### src/rtl/fp16_frac_adder_arbiter.sv
// Round-robin shared 11-bit fraction adder: 2-stage pipeline, result valid one edge after accept.
// Full backpressure: a stalled response holds S2, S1 takes at most one more operand, then all grants drop.
module fp16_frac_adder_arbiter #(
   parameter int NUM_REQ = 4,
   parameter int ID_W    = 2
) (
   input  logic                   clk,
   input  logic                   rst_n,
   input  logic [NUM_REQ-1:0]     req_valid,
   output logic [NUM_REQ-1:0]     req_ready,
   input  logic [NUM_REQ*11-1:0]  req_a,
   input  logic [NUM_REQ*11-1:0]  req_b,
   output logic                   resp_valid,
   input  logic                   resp_ready,
   output logic [11:0]            resp_sum,
   output logic [ID_W-1:0]        resp_id,
   output logic                   busy,
   output logic [15:0]            txn_count
);

   logic [ID_W-1:0] rr_ptr_q, rr_ptr_d;
   logic            s1_valid_q, s1_valid_d;
   logic [10:0]     s1_a_q, s1_a_d;
   logic [10:0]     s1_b_q, s1_b_d;
   logic [ID_W-1:0] s1_id_q, s1_id_d;
   logic            s2_valid_q, s2_valid_d;
   logic [11:0]     s2_sum_q, s2_sum_d;
   logic [ID_W-1:0] s2_id_q, s2_id_d;
   logic [15:0]     txn_count_q, txn_count_d;

   logic            s2_adv, s1_adv, accept_ok, accept;
   logic            grant_found;
   logic [ID_W-1:0] grant_idx;
   int              scan_idx;
   logic [NUM_REQ-1:0] ready_c;
   logic [10:0]     sel_a, sel_b;
   logic [11:0]     fa_carry;
   logic [10:0]     fa_sum;
   logic [11:0]     add_res;

   assign s2_adv    = !s2_valid_q || resp_ready;
   assign s1_adv    = !s1_valid_q || s2_adv;
   assign accept_ok = s1_adv && rst_n;

   // Rotating priority search: first valid requester at or after rr_ptr wins.
   always_comb begin
      grant_found = 1'b0;
      grant_idx   = '0;
      scan_idx    = 0;
      for (int k = 0; k < NUM_REQ; k++) begin
         scan_idx = int'(rr_ptr_q) + k;
         if (scan_idx >= NUM_REQ) begin
            scan_idx = scan_idx - NUM_REQ;
         end
         if (!grant_found && req_valid[scan_idx[ID_W-1:0]]) begin
            grant_found = 1'b1;
            grant_idx   = scan_idx[ID_W-1:0];
         end
      end
   end

   always_comb begin
      ready_c            = '0;
      ready_c[grant_idx] = accept_ok && grant_found;
   end

   assign req_ready = ready_c;
   assign accept    = accept_ok && grant_found;
   assign sel_a     = req_a[int'(grant_idx)*11 +: 11];
   assign sel_b     = req_b[int'(grant_idx)*11 +: 11];

   // Ripple-carry fraction adder on the S1 operands.
   assign fa_carry[0] = 1'b0;
   for (genvar g = 0; g < 11; g++) begin : g_fa
      assign fa_sum[g]     = s1_a_q[g] ^ s1_b_q[g] ^ fa_carry[g];
      assign fa_carry[g+1] = (s1_a_q[g] & s1_b_q[g]) | (fa_carry[g] & (s1_a_q[g] ^ s1_b_q[g]));
   end
   assign add_res = {fa_carry[11], fa_sum};

   always_comb begin
      rr_ptr_d    = rr_ptr_q;
      s1_valid_d  = s1_valid_q;
      s1_a_d      = s1_a_q;
      s1_b_d      = s1_b_q;
      s1_id_d     = s1_id_q;
      s2_valid_d  = s2_valid_q;
      s2_sum_d    = s2_sum_q;
      s2_id_d     = s2_id_q;
      txn_count_d = txn_count_q;

      if (accept) begin
         s1_valid_d = 1'b1;
         s1_a_d     = sel_a;
         s1_b_d     = sel_b;
         s1_id_d    = grant_idx;
         rr_ptr_d   = (grant_idx == ID_W'(NUM_REQ - 1)) ? '0 : grant_idx + 1'b1;
      end else if (s1_adv) begin
         s1_valid_d = 1'b0;
      end

      if (s2_adv) begin
         s2_valid_d = s1_valid_q;
         if (s1_valid_q) begin
            s2_sum_d = add_res;
            s2_id_d  = s1_id_q;
         end
      end

      if (s2_valid_q && resp_ready) begin
         txn_count_d = txn_count_q + 16'd1;
      end
   end

   always_ff @(posedge clk) begin
      if (!rst_n) begin
         rr_ptr_q    <= '0;
         s1_valid_q  <= 1'b0;
         s1_a_q      <= '0;
         s1_b_q      <= '0;
         s1_id_q     <= '0;
         s2_valid_q  <= 1'b0;
         s2_sum_q    <= '0;
         s2_id_q     <= '0;
         txn_count_q <= '0;
      end else begin
         rr_ptr_q    <= rr_ptr_d;
         s1_valid_q  <= s1_valid_d;
         s1_a_q      <= s1_a_d;
         s1_b_q      <= s1_b_d;
         s1_id_q     <= s1_id_d;
         s2_valid_q  <= s2_valid_d;
         s2_sum_q    <= s2_sum_d;
         s2_id_q     <= s2_id_d;
         txn_count_q <= txn_count_d;
      end
   end

   assign resp_valid = s2_valid_q;
   assign resp_sum   = s2_sum_q;
   assign resp_id    = s2_id_q;
   assign busy       = s1_valid_q | s2_valid_q;
   assign txn_count  = txn_count_q;

endmodule

### config.mk
export PLATFORM = sky130hd
export DESIGN_NAME = fp16_frac_adder_arbiter
export DESIGN_NICKNAME = d
export VERILOG_FILES = /design/src/rtl/fp16_frac_adder_arbiter.sv
export SDC_FILE = /design/constraint.sdc
export NUM_CORES = 1
export LEC_CHECK = 0
export ABC_AREA = 0
export CORE_UTILIZATION = 44
export DETAILED_ROUTE_END_ITERATION = 10
export PLACE_DENSITY = 0.78
export SLEW_MARGIN = 20
export SYNTH_ARGS = -nofsm -noshare
export SYNTH_HDL_FRONTEND = slang
export SYNTH_SLANG_ARGS = --single-unit
### constraint.sdc
create_clock -name clk -period 4.9 [get_ports clk]
set_input_delay 0.49 -clock clk [delete_from_list [all_inputs] [get_ports clk]]
set_output_delay 0.49 -clock clk [all_outputs]
set_load 0.005 [all_outputs]
==> Yosys cells after proc, flatten, opt, wreduce, memory -nomap -nowiden <==
Cells that the tools add are included.
{ "totals": {"reg_bits": 58, "in_bits": 95, "output_inout_bits": 36, "wordCells": 127} }
{ "classes": {"n_addsub": 9, "n_mul": 1, "n_lt_le_gt_ge": 10, "eq_ne": 1, "shifts": 2, "n_mux": 25, "bitwise_logic": 54, "reduce_logical": 16} }
{ "op_table": {"columns": ["operator", "n"], "rows": [
  ["$shiftx A44 B32 Y11", 1],
  ["$shiftx A44 B7 Y11", 1],
  ["$and A1 B1 Y1", 21],
  ["$xor A1 B1 Y1", 21],
  ["$mux W2", 9],
  ["$add A16 B1 Y16 const B", 1],
  ["$lt A2 B3 Y1 const B", 5],
  ["$mux W1", 11],
  ["$or A1 B1 Y1", 11],
  ["$ge A3 B3 Y1 const B", 3],
  ["$bmux W1 S2", 4],
  ["$sub A2 B1 Y2 const B", 4],
  ["$logic_and A1 B1 Y1", 7],
  ["$add A2 B2 Y3 const B", 2],
  ["$mul A2 B4 Y6 const B", 1],
  ["$logic_not A1 Y1", 5],
  ["$and A4 B4 Y4", 1],
  ["$add A2 B1 Y3 const B", 1],
  ["$ge A2 B3 Y1 const B", 1],
  ["$add A2 B1 Y2 const B", 1],
  ["$demux W1 S2", 1],
  ["$eq A2 B2 Y1 const B", 1],
  ["$ge A2 B1 Y1 const B", 1],
  ["$logic_or A1 B1 Y1", 2],
  ["other kinds (2)", 2]
]} }

==> Logic depth before layout (Yosys ltp) <==
Gate-level depths: netlist of run 1.
{ "logic_depth": {"depth_word": 21, "mapped_depth": 15, "mapped_depth_nobuf": 15} }

==> Worst setup path before layout of run 1 <==
OpenSTA, ideal clock, no wires.
{ "synth_timing": {"path_kind": "reg-to-reg", "startpoint": "register s1_a_q[0]", "endpoint": "register s2_sum_q[10], in the netlist resp_sum[10]", "arrival_ns": 4.347, "required_ns": 4.814, "slack_ns": 0.467, "path_stages_with_launch": 16, "n_path_buf": 0, "period_less_slack_ns": 4.433, "cell_sequence": "dfxtp_1 > ha_1 > fa_1 > fa_1 > fa_1 > fa_1 > fa_1 > fa_1 > inv_1 > fa_1 > inv_1 > fa_1 > fa_1 > inv_1 > fa_1 > a211oi_1"} }
{ "synth_between": {"elab_chain_len": 20} }
{ "synth_lines": {"columns": ["item", "line_no", "text"], "rows": [
  ["start, declared", "23", "logic [10:0] s1_a_q, s1_a_d;"],
  ["start signal, assigned", "118", "s1_a_q <= '0;"],
  ["start signal, assigned", "128", "s1_a_q <= s1_a_d;"],
  ["$and A1 B1 Y1 (2 in series)", "76", "assign fa_carry[g+1] = (s1_a_q[g] & s1_b_q[g]) | (fa_carry[g] & (s1_a_q[g] ^ s1_b_q[g]));"],
  ["$or A1 B1 Y1", "76", null],
  ["$and A1 B1 Y1", "76", null],
  ["$or A1 B1 Y1", "76", null],
  ["$and A1 B1 Y1", "76", null],
  ["$or A1 B1 Y1", "76", null],
  ["$and A1 B1 Y1", "76", null],
  ["$or A1 B1 Y1", "76", null],
  ["[... 3 more ...]", null, null],
  ["$or A1 B1 Y1", "76", null],
  ["$and A1 B1 Y1", "76", null],
  ["$or A1 B1 Y1", "76", null],
  ["$and A1 B1 Y1", "76", null],
  ["$or A1 B1 Y1", "76", null],
  ["$and A1 B1 Y1", "76", null],
  ["$or A1 B1 Y1", "76", null],
  ["$xor A1 B1 Y1", "75", "assign fa_sum[g] = s1_a_q[g] ^ s1_b_q[g] ^ fa_carry[g];"],
  ["end signal, assigned", "132", "s2_sum_q <= s2_sum_d;"],
  ["end, declared", "27", "logic [11:0] s2_sum_q, s2_sum_d;"]
]} }
No other way between the ends.
A chain may end at the register's enable or synchronous reset.

==> Final worst setup path of run 1 <==
Ends and elaborated chain as after synthesis.

==> flow_metrics.tcl, run 1 <==
set metrics [dict create \
    worstRegToRegCells 15 \
    path_clk_slew_ps 70 \
    cp_max_fo 2 \
    cts-root-buf "clkbuf_8" \
    tightestPinTransition_ps 1000 \
    min_period_ps 4710 \
    synth_area_leaders "dfxtp_1 (36%), nand3_1 (7.9%), mux2i_1 (7.4%)" \
    worstPathCellList "ha_1, fa_1, fa_1, fa_1, fa_1, fa_1, fa_1, inv_1, fa_1, inv_1, fa_1, fa_1, inv_1, fa_1, a211oi_1" \
    ctsResizeCount 0 \
    maxSlewViolCount 0 \
    status "finished clean" \
    drv_cap 0 \
    fin_util_pct 68.1 \
    dieArea_sq_um 7680 \
    synth_top_area_share_pct 36.0 \
    coreArea_sq_um 6940 \
    ios 131 \
    syn_area_sq_um 3230 \
    post_cts_buffers 0 \
    finalCritPeriodShare_pct 96.2 \
    rows 30 \
    nFillCells 562 \
    hold_ws_ps 456 \
    synth_top_area_cell "dfxtp_1" \
    grt_pass1_vias 3013 \
    synth_common_cells "dfxtp_1 (58), nand3_1 (51), nand2_1 (32), mux2i_1 (24), nor2_1 (21)" \
    ys.flop_type "dfxtp_1" \
    port_buffers 130 \
    firstDrtPassIters 5 \
    leakage_nw 1.86 \
    gp_congestion 0.824 \
    cts_sinks 58 \
    cts_tree "built" \
    ys_seq_elements 58 \
    rsz0062_at_grt "no" \
    cp.depth 15 \
    crit_buf_inv 3 \
    ctsHoldBuffers 0 \
    cts_buffers 9 \
    drt_wl_total_um 8960 \
    cpMostUsedCell "fa_1" \
    grt_use_total_pct 24.1 \
    syn_nets 480 \
    cts.htree.levels 3 \
    finalNetCount 600 \
    worst_ir_drop_vdd_mv 0.144 \
    fmax_mhz 212 \
    die_h_um 87.6 \
    crit_slowest_cell "fa_1" \
    post_synth.cell_area_avg_sq_um 8.74 \
    arrival_ps 4960 \
    synth.most_common_cell "dfxtp_1" \
    yosys_warnings 0 \
    hold_violations 0 \
    grt_pass1_wl_um 14200 \
    crit_family "adder cells" \
    overflow 0 \
    via_per_inst 5.45 \
    num_antenna_cells 0 \
    drtIter0Drc 145 \
    cp-start-kind "flip-flop" \
    ant_nets 0 \
    vias 3218 \
    wl_per_cell_um 15.2 \
    cp-end-kind "flip-flop" \
    hold_path_depth 2 \
    antenna_found_initial 0 \
    syn_inst 369 \
    start_util_pct 46.5 \
    timing.slew.headroom_pct 33.0 \
    required_ps 5150 \
    power-per-cell-area_nw_per_um2 298 \
    worstHoldPathType "flip-flop to flip-flop" \
    yosysUniqueCellTypes 42 \
    final_layout_size_suffix_gt1_share_pct 6.07 \
    clock_latency_ps 340 \
    path_class "flip-flop to flip-flop" \
    drc 0 \
    die_w_um 87.6 \
    final.setup_skew_ps 6.50 \
    dp_hpwl_um 6910 \
    setup_viol 0 \
    synth_edf_count 0 \
    grt_max_degree 38 \
    max_stage_delay_ps 410 \
    area_growth_pct 46.7 \
    clockBufferDepth 2 \
    finalSetupTns_ps 0 \
    async_flop_share_pct 0 \
    yosysSeqAreaShare_pct 36.0 \
]
metrics by stage:
stage          total power (W)  instances  instance area (sq um)  setup slack [ps]
6_report               0.00141        590                   4730               189
3_3_place_gp          0.000987        574                   4540               347
2_1_floorplan         0.000801        369                   3230               467
3_5_place_dp          0.000991        574                   4540               199
4_1_cts                0.00141        590                   4730               195
5_1_grt                0.00149        590                   4730              3.09
final cells by class:
type	count	area [sq um]	share of cell area, %
clock buffers	10	128	2.70
multi-input cells	273	1880	39.8
well taps	96	120	2.54
flip-flops and latches	58	1160	24.5
repair buffers	134	1330	28.1
inverters	13	48.8	1.03
clock inverters	6	57.6	1.22
flip-flops by register name, summed over array words and instances, names as in the netlist:
register	count
s1_id_q	2
resp_valid	1
resp_sum	12
resp_id	2
rr_ptr_q	2
s1_a_q	11
s1_b_q	11
s1_valid_q	1
txn_count	16
final timing paths:
path | start | endpoint | slack (ps)
setup reg to reg | s1_a_q[0] | resp_sum[10] | 190
setup / recovery | s1_a_q[0] | resp_sum[10] | 190
hold reg to reg | s1_id_q[0] | resp_id[0] | 460
hold / removal | s1_id_q[0] | resp_id[0] | 460
worst min-delay path, delay by kind of cell, from the launching register on:
kind | cells | cell delay (ps)
AND/OR/NAND/NOR | 1 | 50
flip-flops | 1 | 310
AO/OA/AOI/OAI | 1 | 50
power by group:
part / total, W / internal (W) / switching [W] / leakage, nW
sequential: 0.000577 / 0.000531 / 0.0000455 / 0.478
combinational: 0.000410 / 0.000222 / 0.000188 / 1.28
clock: 0.000423 / 0.000231 / 0.000192 / 0.0958
total: 0.00141 / 0.000984 / 0.000425 / 1.86
layer usage:
| layer | global-route usage (%) | up-vias | share of wire (%) |
|---|---|---|---|
| li1 | - | 1573 | - |
| met1 | 32.0 | 1471 | 44 |
| met2 | 38.9 | 163 | 49 |
| met3 | 5.00 | 11 | 6.6 |
| met4 | 8.79 | 0 | 0.90 |
| met5 | 0 | - | 0 |
cell families after synthesis:
kind of cell | after synthesis | synth area share (%)
AO/OA/AOI/OAI | 72 | 15.6
XOR/XNOR | 12 | 3.26
adder cells (fa/ha/maj) | 16 | 8.53
buffers and inverters | 38 | 5.66
flip-flops | 58 | 36.0
multiplexers | 24 | 7.45
AND/OR/NAND/NOR | 149 | 23.5
layout by cell type (no fill, tap or decap), types with 2 or more instances in the layout:
cell	n
clkdlybuf4s50_1	130
dfxtp_1	58
nand3_1	51
nand2_1	32
mux2i_1	24
nor2_1	21
a21oi_1	17
nand4_1	14
o21ai_0	13
o221ai_1	12
inv_1	11
o211ai_1	10
a22o_1	10
fa_1	10
clkbuf_8	9
xor2_1	6
xnor2_1	6
ha_1	6
a211oi_1	5
and2_1	5
nor2b_1	4
or3_1	4
clkinv_2	4
buf_4	4
nor4_1	3
and3_1	3
inv_2	2
or2_2	2
nor2b_2	2
nor3_1	2
o21ai_1	2
Power figures use the tool's default switching activity.
==> inputs of run 2 (changes only) <==
GPL_ROUTABILITY_DRIVEN = 0   (was not set)
SETUP_SLACK_MARGIN = 0.3   (was not set)
==> run 2 against run 1 <==
Effect of this change:
- worst hold slack got worse by 2.9 ps
- final cell count is the same
- clock skew grew 0.71 ps
- critical path depth did not move
- non-clock buffer count did not move
- flip-flop and latch count is the same
- final area increased by 0.37%
- fmax grew 4.7%
- die area unchanged
- critical endpoint unchanged
==> flow_metrics.tcl, run 2 (synthesis results as in run 1) <==
set metrics [dict create \
    finalNetCount 600 \
    ios 131 \
    antenna_found_initial 0 \
    power-per-cell-area_nw_per_um2 298 \
    maxSlewViolCount 0 \
    worst_ir_drop_vdd_mv 0.144 \
    min_to "resp_id[0]" \
    dieArea_sq_um 7680 \
    tightestPinTransition_ps 963 \
    path_clk_slew_ps 70 \
    arrival_ps 4750 \
    cp-end-kind "flip-flop" \
    dp_hpwl_um 6910 \
    area_growth_pct 47.2 \
    clockBufferDepth 2 \
    clock_latency_ps 330 \
    coreArea_sq_um 6940 \
    setup_viol 0 \
    most-common-layout-cells "clkdlybuf4s50_1 (130), dfxtp_1 (58), nand3_1 (51)" \
    hold_path_depth 2 \
    fmax_mhz 222 \
    overflow 0 \
    drc 0 \
    drt_wl_total_um 9000 \
    crit_slowest_cell "fa_1" \
    cts_buffers 9 \
    finalCritPeriodShare_pct 91.8 \
    final_layout_size_suffix_gt1_share_pct 7.29 \
    die_h_um 87.6 \
    cts_tree "built" \
    r2r-start "s1_a_q[0]" \
    final_common_cell "clkdlybuf4s50_1" \
    worstRegToRegCells 15 \
    min_from "s1_id_q[0]" \
    timing.slew.headroom_pct 35.8 \
    drtIter0Drc 160 \
    reg2reg_to "resp_sum[10]" \
    cts_sinks 58 \
    via_per_inst 5.47 \
    port_buffers 130 \
    rows 30 \
    dpl_cell_area_sq_um 4540 \
    wl_per_cell_um 15.2 \
    grt_pass1_vias 3013 \
    min_period_ps 4500 \
    num_antenna_cells 0 \
    max_stage_delay_ps 430 \
    finalPower_w 0.00141 \
    leakage_nw 1.85 \
    cp_max_fo 2 \
    start_util_pct 46.5 \
    worstHoldPathType "flip-flop to flip-flop" \
    drv_cap 0 \
    rsz0062_at_grt "no" \
    die_w_um 87.6 \
    nFillCells 558 \
    largest_reg_flops 16 \
    hold_violations 0 \
    final_area_sq_um 4750 \
    cts-root-buf "clkbuf_8" \
    grt_max_degree 38 \
    cts.htree.levels 3 \
    status "finished clean" \
    ctsHoldBuffers 0 \
    required_ps 5150 \
    finalSetupTns_ps 0 \
    ant_nets 0 \
    grt_use_total_pct 24.1 \
    reg2reg_slack_ps 400 \
    fin_util_pct 68.4 \
    firstDrtPassIters 4 \
    worstPathCellList "ha_1, fa_2, fa_2, fa_2, fa_2, fa_2, fa_1, inv_1, fa_1, inv_1, fa_1, fa_1, inv_1, fa_1, a211oi_2" \
    grt_pass1_wl_um 14200 \
    vias 3225 \
    final.setup_skew_ps 7.21 \
    path_class "flip-flop to flip-flop" \
    cp-start-kind "flip-flop" \
]
[run 2: cell counts in the layout (fill, tap and decap cells not counted)]
Identical to the previous run, type by type.
[run 2: final cells by class]
type | count | area (sq um) | area share, %
tap | 96 | 120 | 2.53
sequential | 58 | 1160 | 24.5
timing repair buffer | 134 | 1330 | 28.0
multi-input combinational | 273 | 1900 | 40.1
clock buffer | 10 | 128 | 2.69
clock inverter | 6 | 57.6 | 1.21
inverter | 13 | 48.8 | 1.03
[run 2: per-stage QoR]
step	hold WS, ps	worst slack [ps]	std cells
after floorplan	432	467	369
after global placement	444	347	574
after detailed placement	449	199	574
after CTS	460	303	590
after global routing	477	296	590
final	453	402	590
[run 2: worst max-delay path by stage]
stage	from	to	slack, ps	cells after the start
6_report	s1_a_q[0]	resp_sum[10]	400	15
5_1_grt	s1_a_q[0]	resp_sum[10]	300	15
3_5_place_dp	s1_a_q[0]	resp_sum[10]	200	15
4_1_cts	s1_a_q[0]	resp_sum[10]	300	15
2_1_floorplan	s1_a_q[0]	resp_sum[10]	470	15
3_3_place_gp	s1_a_q[0]	resp_sum[10]	350	15
[run 2: worst max-delay path, delay by kind of cell (launching register included)]
kind,cells,cell delay (ps)
compound gates,1,200
buf+inv,3,210
flops,1,310
fa+ha+maj,11,3700
[run 2: timing repair]
item,CTS,global route
setup buffers,0,0
gates resized for setup,2,4
setup endpoints to repair,1,1
[run 2: routing by layer]
metal | routed length, um | global-route usage [%] | vias to the layer above | part of all wire [%]
met4 | 88 | 8.79 | 0 | 0.98
met2 | 4360 | 38.9 | 157 | 48
met1 | 3970 | 32.0 | 1482 | 44
met3 | 579 | 5.00 | 12 | 6.4
met5 | 0 | 0 | - | 0
li1 | - | - | 1574 | -
[run 2: report_power, final]
group          internal (W)  switching [W]  total (W)
combinational      0.000227       0.000190   0.000417
sequential         0.000531      0.0000468   0.000578
clock              0.000231       0.000189   0.000420
total              0.000989       0.000426    0.00141
